==> src/rtl/word_byte_serializer_pkg.sv <==
// Shared types and constants for the word-to-byte serializer.
// Optional feature macro used by the top: SER_ABORT_EN (adds an Abort input).
package ser_pkg;

  localparam int WORD_W = 32;
  localparam int BYTE_W = 8;

  // Encoded transfer size; 2'b11 is treated as a full word.
  typedef enum logic [1:0] {
    SZ_1B = 2'b00,
    SZ_2B = 2'b01,
    SZ_4B = 2'b10
  } size_e;

  typedef enum logic {
    IDLE = 1'b0,
    SEND = 1'b1
  } state_e;

  // Number of bytes emitted for a given size code (11 falls through to 4).
  function automatic logic [2:0] size_to_count(input size_e sz);
    case (sz)
      SZ_1B:   size_to_count = 3'd1;
      SZ_2B:   size_to_count = 3'd2;
      default: size_to_count = 3'd4;
    endcase
  endfunction

endpackage

==> src/rtl/word_byte_serializer.sv <==
// word_byte_serializer: loads one 32-bit word and emits 1, 2 or 4 bytes MSB
// first over a valid/ready byte interface. A byte is transferred on any cycle
// where ByteValid and ByteReady are both high; ByteValid never depends
// combinationally on ByteReady, and ByteOut/Remain hold while stalled.
// Optional macro: SER_ABORT_EN adds an Abort input that ends a sequence early.
module word_byte_serializer
  import ser_pkg::*;
(
  input  logic              Clock,
  input  logic              Reset,
  input  logic              Start,
  input  logic [1:0]        Size,
  input  logic [WORD_W-1:0] I,
  output logic [BYTE_W-1:0] ByteOut,
  output logic              ByteValid,
  input  logic              ByteReady,
  output logic              Busy,
  output logic              Done,
  output logic [2:0]        Remain,
`ifdef SER_ABORT_EN
  input  logic              Abort,
`endif
  output state_e            DbgState
);

  state_e            state_q, state_d;
  logic [WORD_W-1:0] shreg_q, shreg_d;
  logic [2:0]        remain_q, remain_d;
  logic              done_q, done_d;
  logic              xfer;
  size_e             size_sel;

  assign size_sel = size_e'(Size);
  assign xfer     = (state_q == SEND) && ByteReady;

  // State, shift register, byte counter and Done pulse registers.
  always_ff @(posedge Clock) begin
    if (!Reset) begin
      state_q  <= IDLE;
      shreg_q  <= '0;
      remain_q <= '0;
      done_q   <= 1'b0;
    end else begin
      state_q  <= state_d;
      shreg_q  <= shreg_d;
      remain_q <= remain_d;
      done_q   <= done_d;
    end
  end

  // Next-state logic: load left-aligned payload on accept, shift out on transfer.
  always_comb begin
    state_d  = state_q;
    shreg_d  = shreg_q;
    remain_d = remain_q;
    done_d   = 1'b0;
    case (state_q)
      IDLE: begin
        if (Start) begin
          state_d  = SEND;
          remain_d = size_to_count(size_sel);
          case (size_sel)
            SZ_1B:   shreg_d = {I[7:0], 24'h000000};
            SZ_2B:   shreg_d = {I[15:0], 16'h0000};
            default: shreg_d = I;
          endcase
        end
      end
      SEND: begin
        if (xfer) begin
          // Lower bytes are zero after the left-aligned load, so the final
          // shift leaves the register cleared for the idle state.
          shreg_d  = shreg_q << BYTE_W;
          remain_d = remain_q - 3'd1;
          if (remain_q == 3'd1) begin
            state_d = IDLE;
            done_d  = 1'b1;
          end
        end
      end
      default: state_d = IDLE;
    endcase
`ifdef SER_ABORT_EN
    // Abort ends the sequence silently; a coincident transfer still counted downstream.
    if (Abort && (state_q == SEND)) begin
      state_d  = IDLE;
      shreg_d  = '0;
      remain_d = '0;
      done_d   = 1'b0;
    end
`endif
  end

  assign ByteOut   = shreg_q[WORD_W-1 -: BYTE_W];
  assign ByteValid = (state_q == SEND);
  assign Busy      = (state_q == SEND);
  assign Done      = done_q;
  assign Remain    = remain_q;
  assign DbgState  = state_q;

endmodule

==> config.mk <==
export PLATFORM = sky130hd
export DESIGN_NAME = word_byte_serializer
export DESIGN_NICKNAME = d
export VERILOG_FILES = /design/src/rtl/word_byte_serializer_pkg.sv /design/src/rtl/word_byte_serializer.sv
export SDC_FILE = /design/constraint.sdc
export NUM_CORES = 1
export LEC_CHECK = 0
export ABC_AREA = 1
export BUFFER_PORTS_ARGS = -buffer_cell sky130_fd_sc_hd__buf_2
export CORE_MARGIN = 2
export CORE_UTILIZATION = 55
export CTS_CLUSTER_DIAMETER = 60
export DETAILED_ROUTE_END_ITERATION = 6
export GPL_TIMING_DRIVEN = 0
export PLACE_DENSITY = 0.84
export SETUP_SLACK_MARGIN = 0.15
export SYNTH_ARGS = -nofsm -noshare
export SYNTH_HDL_FRONTEND = slang
export SYNTH_SLANG_ARGS = --single-unit
==> constraint.sdc <==
create_clock -name Clock -period 2.39 [get_ports Clock]
set_clock_uncertainty 0.1 [all_clocks]
set_input_delay 0.239 -clock Clock [delete_from_list [all_inputs] [get_ports Clock]]
set_output_delay 0.239 -clock Clock [all_outputs]
set_load 0.01 [all_outputs]
==> reports/metrics.cfg, run 1 <==
[outcome]
outcome=finished clean

[power]
p_leak_nw=1.08
p_per_area_mw_per_mm2=622
peakVddDrop_uv=416

[yosys]
yosys_warnings=0
ys_types=19
syn_avg_cell_area_um2=6.80
synth_seq_cells=37
synth_area_mm2=0.00187
yosysSeqAreaShare_pct=39.6
syn_inst=275
synth_nets=315

[routing]
vias=2082
initialDrtViolationCount=180
drtPass1Iterations=7
wl_um=5260
drt-wirelength-per-cell_um=13.9
via_per_inst=5.51
drc=0
ant_nets=0

[final_layout]
final_nets=372
area_growth_pct=19.4
drive_gt1_share_pct=23.8
final_cell_mix=buf_2 (59), nand2_1 (56), dfxtp_1 (37)
final_cells=378
antennaDiodeCount=0
mostFrequentLayoutCell=buf_2

[clocking]
cts_buffer_depth=2
root_buffer=clkbuf_4
post_cts_buffers=0
holdBufCountCts=0
clock_sink_count=37
cts_inserted_buffers=5
htreeDepth=2
cts.clk_slew.worst_paths_ns=0.11
cts.repair.resized=0
clkLatencyLatePin_ns=0.35
cts_tree=built

[timing]
fin_setup_tns_ns=0
fin_crit_sh_pct=73.0
drv_slew=0
final_hold_viol_count=0
rsz0062_at_grt=no
worstMarginPinSlew_ns=0.656
setup_viol=0
period_minus_slack_ns=1.75
slew_headroom_pct=55.9
fmax_ghz=0.573

[die]
initial_utilization_pct=56.5
die_w_um=62.3
ios=53
core-area_mm2=0.00331
dieArea_mm2=0.00388
die_h_um=62.3
fp-row-count=21

[hold_path]
holdCritPathClass=input pin to flop

[grt]
grt.total_usage_pct=28.5
antenna_found_initial=0
grt_pass1_vias=1897
grt_pass1_wl_um=8710
grt_max_degree=11
grt_overflow=0

[critical_path]
worst-setup-path-type=flop to flop
crit_path_end_kind=flop
crit_fanout=10
crit_path_start_kind=flop
cp.arrival_ns=1.89
cp.required_ns=2.54

[place]
place_inst=371
gp_routability_congestion=0.882
hpwl_um=3770
io_buffers=50

[run]
cap_violations=0

-- cells in the mapped netlist --
master    instances  area (um2)
o21ai_1          10        50.1
o21ai_0          29         145
nand2_1          56         210
nand2_2           1        6.26
dfxtp_1          37         741
inv_2             1        3.75
nand3_1          31         155
xor2_1            1        8.76
buf_4            10        75.1
nor3_1            2        10.0
inv_1            17        63.8
clkbuf_1          7        26.3
ha_1              2        25.0
a21oi_1          29         145
nor2_1           22        82.6
a22oi_1           8        60.1
nor2_2            2        12.5
buf_2             9        45.0
clkinv_1          1        3.75
-- where the power goes --
part / total [mW] / internal, mW / switching (mW)
registers: 0.704 / 0.671 / 0.0326
logic: 0.341 / 0.136 / 0.204
clock network: 0.344 / 0.139 / 0.205
-- through the flow --
stage                     area (um2)  utilization, %  hold slack (ns)  power [mW]  setup WS [ns]
final                           2230            67.4           0.0587        1.39          0.645
after detailed placement        2180            65.8            0.363        1.05          0.734
after CTS                       2230            67.4           0.0665        1.38          0.715
after global routing            2230            67.4           0.0703        1.46          0.449
after floorplan                 1870               -            0.300       0.930          0.964
after global placement          2180            65.8            0.354        1.04          0.745
-- worst paths after layout --
check	from	end	slack, ns	cells after the start
hold reg to reg	shreg_q[0]	shreg_q[0]	0.38	2
setup / recovery	Busy	shreg_q[21]	0.64	6
setup reg to reg	Busy	shreg_q[21]	0.64	6
hold / removal	I[3]	shreg_q[3]	0.06	3
-- sequential cells by signal, indices dropped and copies added, names as in the netlist --
signal / flops
Busy: 1
Done: 1
Remain: 3
shreg_q: 32
-- critical path: stages (launching register included) --
cell	delay, ns
dfxtp_1	0.58
nand2_1	0.21
clkbuf_1	0.28
o21ai_0	0.27
nand3_1	0.10
nand2_1	0.06
inv_1	0.04
-- cell type report --
cell class | count | area, um2
inverters | 19 | 71.3
plain buffers | 26 | 146
clock buffers | 7 | 55.1
repair buffers | 50 | 250
well taps | 46 | 57.6
flip-flops and latches | 37 | 741
fillers | 325 | 1080
multi-input cells | 193 | 911
-- layer usage --
layer / vias up / track usage, % / wire (um) / share of wire [%]
li1: 1018 / - / - / -
met1: 930 / 36.8 / 2200 / 42
met2: 121 / 47.1 / 2490 / 47
met3: 13 / 4.53 / 445 / 8.5
met4: 0 / 13.1 / 129 / 2.5
met5: - / 0 / 0 / 0
-- kinds of logic (layout without fill, tap and decap cells) --
kind of cell	after synthesis	after routing	share of synthesized area, %
AOI/OAI and AO/OA	76	76	21.4
adders and majority gates	2	2	1.34
DFF	37	37	39.6
xor gates and xnor gates	1	1	0.469
and+or+nand+nor	114	114	25.5
buffers and inverters	45	102	11.6
Note: power is estimated with default switching activity, not from simulation.
==> run 2: changes to the inputs <==
--- a/config.mk
+++ b/config.mk
@@ -5,14 +5,14 @@
 export SDC_FILE = /design/constraint.sdc
 export NUM_CORES = 1
 export LEC_CHECK = 0
-export ABC_AREA = 1
+export ABC_AREA = 0
 export BUFFER_PORTS_ARGS = -buffer_cell sky130_fd_sc_hd__buf_2
 export CORE_MARGIN = 2
-export CORE_UTILIZATION = 55
+export CORE_UTILIZATION = 48
 export CTS_CLUSTER_DIAMETER = 60
 export DETAILED_ROUTE_END_ITERATION = 6
 export GPL_TIMING_DRIVEN = 0
-export PLACE_DENSITY = 0.84
+export PLACE_DENSITY = 0.76
 export SETUP_SLACK_MARGIN = 0.15
 export SYNTH_ARGS = -nofsm -noshare
 export SYNTH_HDL_FRONTEND = slang
==> constraint.sdc (replaced) <==
create_clock -name Clock -period 1.4 [get_ports Clock]
set_clock_uncertainty 0.1 [all_clocks]
set_input_delay 0.14 -clock Clock [delete_from_list [all_inputs] [get_ports Clock]]
set_output_delay 0.14 -clock Clock [all_outputs]
set_load 0.01 [all_outputs]
==> run 2 against run 1 <==
  * The flow now finishes with violations (negative setup slack)
  * Cell count decreased by 2.9%
  * Register-to-register slack got worse by 0.65 ns
  * Fmax increased by 25%
  * Synthesized cell count decreased by 12%
  * Wire length increased by 33%
  * Worst hold slack got worse by 0.038 ns
  * Clock-buffer cell count unchanged
  * Sequential share of layout area decreased by 8.2 points
  * Global-route usage decreased by 2.2 points
  * Combinational power increased to 2.6 times the previous value
  * First-iteration DRC count decreased by 15%
  * Critical path type unchanged
  * Critical endpoint is now shreg_q[3]
==> reports/metrics.cfg, run 2 <==
[outcome]
outcome=finished with violations  ; was finished clean
violations=negative setup slack

[clocking]
cts_tree=built  ; unchanged
root_buffer=clkbuf_8  ; was clkbuf_4
holdBufCountCts=0  ; unchanged
htreeDepth=2  ; unchanged
cts_inserted_buffers=5  ; unchanged
clkLatencyLatePin_ns=0.29  ; was 0.35 ns
clock_sink_count=37  ; unchanged
cts_buffer_depth=2  ; unchanged
cts.clk_slew.worst_paths_ns=0.08  ; was 0.11 ns

[grt]
grt_pass1_wl_um=10200  ; was 8710 um
grt_overflow=0  ; unchanged
grt_pass1_vias=2061  ; was 1897
grt_max_degree=11  ; unchanged
antenna_found_initial=0  ; unchanged
grt.total_usage_pct=26.3  ; was 28.5%

[critical_path]
crit_fanout=8  ; was 10
r2r-start=Busy  ; unchanged
worst-setup-path-type=flop to flop  ; unchanged
crit_path_start_kind=flop  ; unchanged
rr_endpoint=shreg_q[3]  ; was shreg_q[21]
cp.required_ns=1.52  ; was 2.54 ns
worstRegToRegCells=5  ; was 6
crit_path_end_kind=flop  ; unchanged
cp.arrival_ns=1.52  ; was 1.89 ns
reg2reg_setup_slack_ns=-0.0004  ; was 0.64 ns

[timing]
setup_viol=1  ; was 0
setup_ws_ns=-0.000430  ; was 0.645 ns
rsz0062_at_grt=yes  ; was no
drv_slew=0  ; unchanged
worstMarginPinSlew_ns=0.747  ; was 0.656 ns
period_minus_slack_ns=1.40  ; was 1.75 ns
slew_headroom_pct=50.2  ; was 55.9%
fin_crit_sh_pct=100  ; was 73.0%
fin_setup_tns_ns=-0.000430  ; was 0 ns
fmax_ghz=0.714  ; was 0.573 GHz
final_hold_viol_count=0  ; unchanged

[yosys]
ys_types=37  ; was 19
syn_inst=241  ; was 275
synth_nets=281  ; was 315
synth_seq_cells=37  ; unchanged
synth_edf_count=0  ; unchanged
synth_area_mm2=0.00216  ; was 0.00187 mm2
synth_area_leaders=dfxtp_1 (34%), a21oi_2 (5.7%), nor4b_2 (5.6%), buf_4 (5.2%), nor2b_1 (4.9%)  ; was dfxtp_1 (40%), nand2_1 (11%), nand3_1 (8.3%), a21oi_1 (7.8%), o21ai_0 (7.8%)
yosys_warnings=0  ; unchanged
synth.most_common_cell=dfxtp_1  ; was nand2_1
synth-main-ff-cell=dfxtp_1  ; unchanged
synthArstFlopShare_pct=0  ; unchanged
syn_avg_cell_area_um2=8.97  ; was 6.80 um2
synth_area_leader_cell=dfxtp_1  ; unchanged
yosysSeqAreaShare_pct=34.3  ; was 39.6%
yosys-top-cells-count=dfxtp_1 (37), nand2_1 (20), a21oi_1 (19)  ; was nand2_1 (56), dfxtp_1 (37), nand3_1 (31)
yosys.area.top_type_share_pct=34.3  ; was 39.6%

[final_layout]
antennaDiodeCount=0  ; unchanged
drive_gt1_share_pct=48.3  ; was 23.8%
area_growth_pct=38.1  ; was 19.4%
n_fill_cell=320  ; was 325
final_cell_mix=buf_2 (52), dfxtp_1 (36), buf_4 (21)  ; was buf_2 (59), nand2_1 (56), dfxtp_1 (37)
mostFrequentLayoutCell=buf_2  ; unchanged
final_nets=355  ; was 372
regArea_um2=744  ; was 741 um2
multiInputGateArea_mm2=0.00134  ; was 911 um2
regMostFlops=shreg_q  ; unchanged
largest_reg_flops=32  ; unchanged
fin_util_pct=68.5  ; was 67.4%

[die]
fp-row-count=24  ; was 21
ios=53  ; unchanged
die_h_um=71.1  ; was 62.3 um
core-area_mm2=0.00435  ; was 0.00331 mm2
die_w_um=71.1  ; was 62.3 um
dieArea_mm2=0.00505  ; was 0.00388 mm2
initial_utilization_pct=49.6  ; was 56.5%

[routing]
drtPass1Iterations=5  ; was 7
drt-wirelength-per-cell_um=19.0  ; was 13.9 um
drc=0  ; unchanged
initialDrtViolationCount=153  ; was 180
ant_nets=0  ; unchanged
vias=2180  ; was 2082
via_per_inst=5.94  ; was 5.51
wl_um=6980  ; was 5260 um

[place]
gp_routability_congestion=0.852  ; was 0.882
hpwl_um=4100  ; was 3770 um
io_buffers=49  ; was 50

[power]
peakVddDrop_uv=795  ; was 416 uV
p_per_area_mw_per_mm2=966  ; was 622 mW/mm2
p_leak_nw=1.23  ; was 1.08 nW

[hold_path]
hold_end=shreg_q[16]  ; was shreg_q[3]
hold_start=I[0]  ; was I[3]
holdCritPathClass=input pin to flop  ; unchanged
worstHoldPathCells=3  ; unchanged

[run]
cap_violations=0  ; unchanged

[run 2: cell types whose count changed in the layout (fill, tap and decap cells not counted), moves of 8 or more]
cell	previous run	this run
nand2_1	56	19
nand3_1	31	1
o21ai_0	29	3
a21oi_2	0	19
nor2b_1	0	17
a21oi_1	29	14
inv_1	17	3
nor2_1	22	10
buf_4	10	21
o21ai_2	0	9
a32o_1	0	8
nand2b_1	0	8
nor4b_2	0	8
[run 2: per-layer routing]
metal	track usage, %	wire [um]
met4	8.39	251
met1	34.8	2960
met3	5.56	542
met2	43.2	3230
met5	0	0
[run 2: report_power, final]
part           leakage [nW]  switching (mW)  internal, mW  total, mW
Sequential            0.306          0.0776          1.14       1.22
Combinational         0.876           0.440         0.449      0.890
Clock                0.0443           0.386         0.391      0.778
[run 2: stage by stage]
stage / cells / power (mW) / cell area, um2 / setup WS, ns / hold slack (ns)
5_1_grt: 367 / 2.99 / 2980 / -0.0419 / 0.0260
2_1_floorplan: 241 / 1.68 / 2170 / 0.115 / 0.179
6_report: 367 / 2.88 / 2980 / -0.000430 / 0.0205
3_3_place_gp: 342 / 1.88 / 2480 / -0.0487 / 0.313
3_5_place_dp: 342 / 1.89 / 2480 / -0.0615 / 0.319
4_1_cts: 363 / 2.75 / 2790 / 0.0591 / 0.0171
[run 2: kinds of logic (layout without fill, tap and decap cells)]
family,Yosys count,after routing,synth area share [%]
multiplexers,9,9,5.38
adder cells (fa/ha/maj),2,2,1.16
buffers and inverters,34,107,10.4
AO/OA/AOI/OAI,82,82,26.6
AND/OR/NAND/NOR,77,78,22.2
flip-flops,37,37,34.3
[run 2: worst max-delay path by stage]
stage / startpoint / end / depth (start not counted)
after floorplan: Busy / Remain[0] / 3
after global placement: Busy / shreg_q[7] / 5
after detailed placement: Busy / shreg_q[1] / 5
after CTS: Busy / Remain[0] / 3
after global routing: Busy / shreg_q[7] / 5
final: Busy / shreg_q[3] / 5
[run 2: what timing repair did]
| action | CTS | global route |
|---|---|---|
| endpoints found under the hold margin | 0 | 0 |
| endpoints found under the setup margin | 35 | 37 |
| pin swaps | 2 | 3 |
| setup buffers | 12 | 1 |
| gates resized for setup | 18 | 30 |
| cloned | 2 | 3 |
[run 2: worst max-delay path, cell delays in order, from the launching register on]
cell,delay [ns]
dfxtp_4,0.39
buf_12,0.14
mux2i_4,0.31
buf_4,0.20
a22oi_1,0.07
nor2b_1,0.12
[run 2: layout make-up]
type	count	share of cell area (%)
plain buffers	30	8.64
flip-flops and latches	37	24.9
clock buffers	7	2.89
well taps	52	2.18
inverters	4	0.503
multi-input cells	171	44.9
repair buffers	66	16.0
==> run 3: changes to the inputs <==
==> constraint.sdc (replaced) <==
create_clock -name Clock -period 1.4 [get_ports Clock]
set_clock_uncertainty 0.1 [all_clocks]
set_input_delay 0.07 -clock Clock [delete_from_list [all_inputs] [get_ports Clock]]
set_output_delay 0.07 -clock Clock [all_outputs]
set_load 0.01 [all_outputs]
==> run 3 against run 2 <==
  * The flow finishes with violations (negative hold slack, negative setup slack)
  * Register-to-register slack got worse by 0.04 ns
  * Critical path type unchanged
  * Largest cell class unchanged
  * Die area did not move
  * Cell area rose by 3.4%
  * Cell count rose by 3.0%
  * Critical path depth did not move
  * Fmax fell by 2.7%
  * Worst setup slack got worse by 0.038 ns
  * Wire length rose by 3.5%
  * Largest power group unchanged
  * Sequential power barely moved
  * Total power rose by 1.3%
  * Utilization rose by 2.4 points
==> reports/metrics.cfg, run 3 (synthesis results as in run 2) <==
[outcome]
outcome=finished with violations  ; unchanged
violations=negative hold slack, negative setup slack  ; was negative setup slack

[final_layout]
largest_reg_flops=32  ; unchanged
regMostFlops=shreg_q  ; unchanged
mostFrequentLayoutCell=buf_2  ; unchanged
antennaDiodeCount=0  ; unchanged
n_fill_cell=308  ; was 320
area_growth_pct=42.8  ; was 38.1%
final_nets=366  ; was 355
drive_gt1_share_pct=47.5  ; was 48.3%
final_cell_mix=buf_2 (54), dfxtp_1 (36), buf_4 (20)  ; was buf_2 (52), dfxtp_1 (36), buf_4 (21)
fin_util_pct=70.9  ; was 68.5%

[die]
die_h_um=71.1  ; unchanged
initial_utilization_pct=49.6  ; unchanged
ios=53  ; unchanged
fp-row-count=24  ; unchanged
core-area_mm2=0.00435  ; unchanged
dieArea_mm2=0.00505  ; unchanged
die_w_um=71.1  ; unchanged

[power]
p_per_area_mw_per_mm2=947  ; was 966 mW/mm2
power_mw=2.92  ; was 2.88 mW
p_leak_nw=1.28  ; was 1.23 nW
peakVddDrop_uv=793  ; was 795 uV

[routing]
vias=2224  ; was 2180
via_per_inst=5.88  ; was 5.94
drt-wirelength-per-cell_um=19.1  ; was 19.0 um
initialDrtViolationCount=221  ; was 153
wl_um=7220  ; was 6980 um
drc=0  ; unchanged
drtPass1Iterations=5  ; unchanged
ant_nets=0  ; unchanged

[critical_path]
cpMaxStageDelayCell=dfxtp_4  ; unchanged
cp.required_ns=1.53  ; was 1.52 ns
worst-setup-path-type=flop to flop  ; unchanged
slowest_delay_ns=0.39  ; about the same
crit_fanout=8  ; unchanged
path_cells=buf_12 -> mux2i_4 -> buf_4 -> a22oi_1 -> nor2b_1  ; unchanged
crit_path_start_kind=flop  ; unchanged
cp.arrival_ns=1.57  ; was 1.52 ns
crit_family=flip-flops  ; unchanged
crit_buf_inv=2  ; unchanged
crit_path_end_kind=flop  ; unchanged

[clocking]
clock_sink_count=37  ; unchanged
root_buffer=clkbuf_8  ; unchanged
clkLatencyLatePin_ns=0.29  ; about the same
htreeDepth=2  ; unchanged
cts_tree=built  ; unchanged
cts.clk_slew.worst_paths_ns=0.08  ; about the same
cts_buffer_depth=2  ; unchanged
cts_inserted_buffers=5  ; unchanged

[timing]
whs_ns=-0.0136  ; was 0.0205 ns
period_minus_slack_ns=1.44  ; was 1.40 ns
fmax_ghz=0.695  ; was 0.714 GHz
setup_viol=4  ; was 1
final_hold_viol_count=1  ; was 0
worstMarginPinSlew_ns=0.787  ; was 0.747 ns
setup_ws_ns=-0.0388  ; was -0.000430 ns
drv_slew=0  ; unchanged
rsz0062_at_grt=yes  ; unchanged
fin_crit_sh_pct=103  ; was 100%
slew_headroom_pct=47.5  ; was 50.2%

[grt]
grt_overflow=0  ; unchanged
grt.total_usage_pct=26.5  ; was 26.3%
grt_pass1_vias=2107  ; was 2061
grt_max_degree=11  ; unchanged
antenna_found_initial=0  ; unchanged
grt_pass1_wl_um=10300  ; was 10200 um

[hold_path]
holdCritPathClass=input pin to flop  ; unchanged

[place]
io_buffers=49  ; unchanged
hpwl_um=4100  ; unchanged
gp_routability_congestion=0.852  ; unchanged
dp_slack_ns=-0.0615  ; unchanged

[run]
cap_violations=0  ; unchanged

## run 3: repair_timing
action | CTS | global route
endpoints found under the hold margin | 11 | 0
pin swaps | 2 | 3
hold buffers | 11 | 0
gates cloned | 2 | 3
gates resized for setup | 18 | 31
setup buffers | 12 | 1
endpoints found under the setup margin | 35 | 35
## run 3: worst paths after layout
kind / slack, ns / start / cells past startpoint / endpoint
worst max-delay path: -0.04 / Busy / 5 / shreg_q[5]
worst min-delay path: -0.01 / I[3] / 3 / shreg_q[3]
worst max register to register: -0.04 / Busy / 5 / shreg_q[5]
worst min register to register: 0.43 / shreg_q[12] / 2 / shreg_q[12]
## run 3: cell type report
class | count | area (um2) | area share [%]
Tap cell | 52 | 65.1 | 2.11
Timing Repair Buffer | 77 | 578 | 18.7
Inverter | 4 | 15.0 | 0.486
Sequential cell | 37 | 744 | 24.1
Multi-Input combinational cell | 171 | 1340 | 43.4
Clock buffer | 7 | 86.3 | 2.80
Buffer | 30 | 258 | 8.35
## run 3: tightest hold or removal path: cells and delay by family
family          cells  cell delay (ns)
simple gates        1             0.11
buf+inv             1             0.09
compound gates      1             0.07
## run 3: layer usage
layer,part of all wire [%],track usage (%),up-vias
met2,47,44.1,132
met3,8.6,5.41,24
met1,41,34.3,1048
met5,0,0,-
li1,-,-,1020
met4,2.9,9.01,0
## run 3: report_power, final
group	leakage, nW	total (mW)	internal [mW]	switching, mW
logic	0.926	0.915	0.466	0.448
clock network	0.0443	0.789	0.391	0.398
registers	0.306	1.22	1.14	0.0793
## run 3: metrics by stage
step / instances / TNS [ns] / cell area, um2 / hold slack (ns)
2_1_floorplan: 241 / 0 / 2170 / 0.109
3_3_place_gp: 342 / -0.339 / 2480 / 0.243
3_5_place_dp: 342 / -0.430 / 2480 / 0.249
4_1_cts: 374 / 0 / 2900 / 0.00261
5_1_grt: 378 / -0.391 / 3090 / 0.0190
6_report: 378 / -0.0471 / 3090 / -0.0136
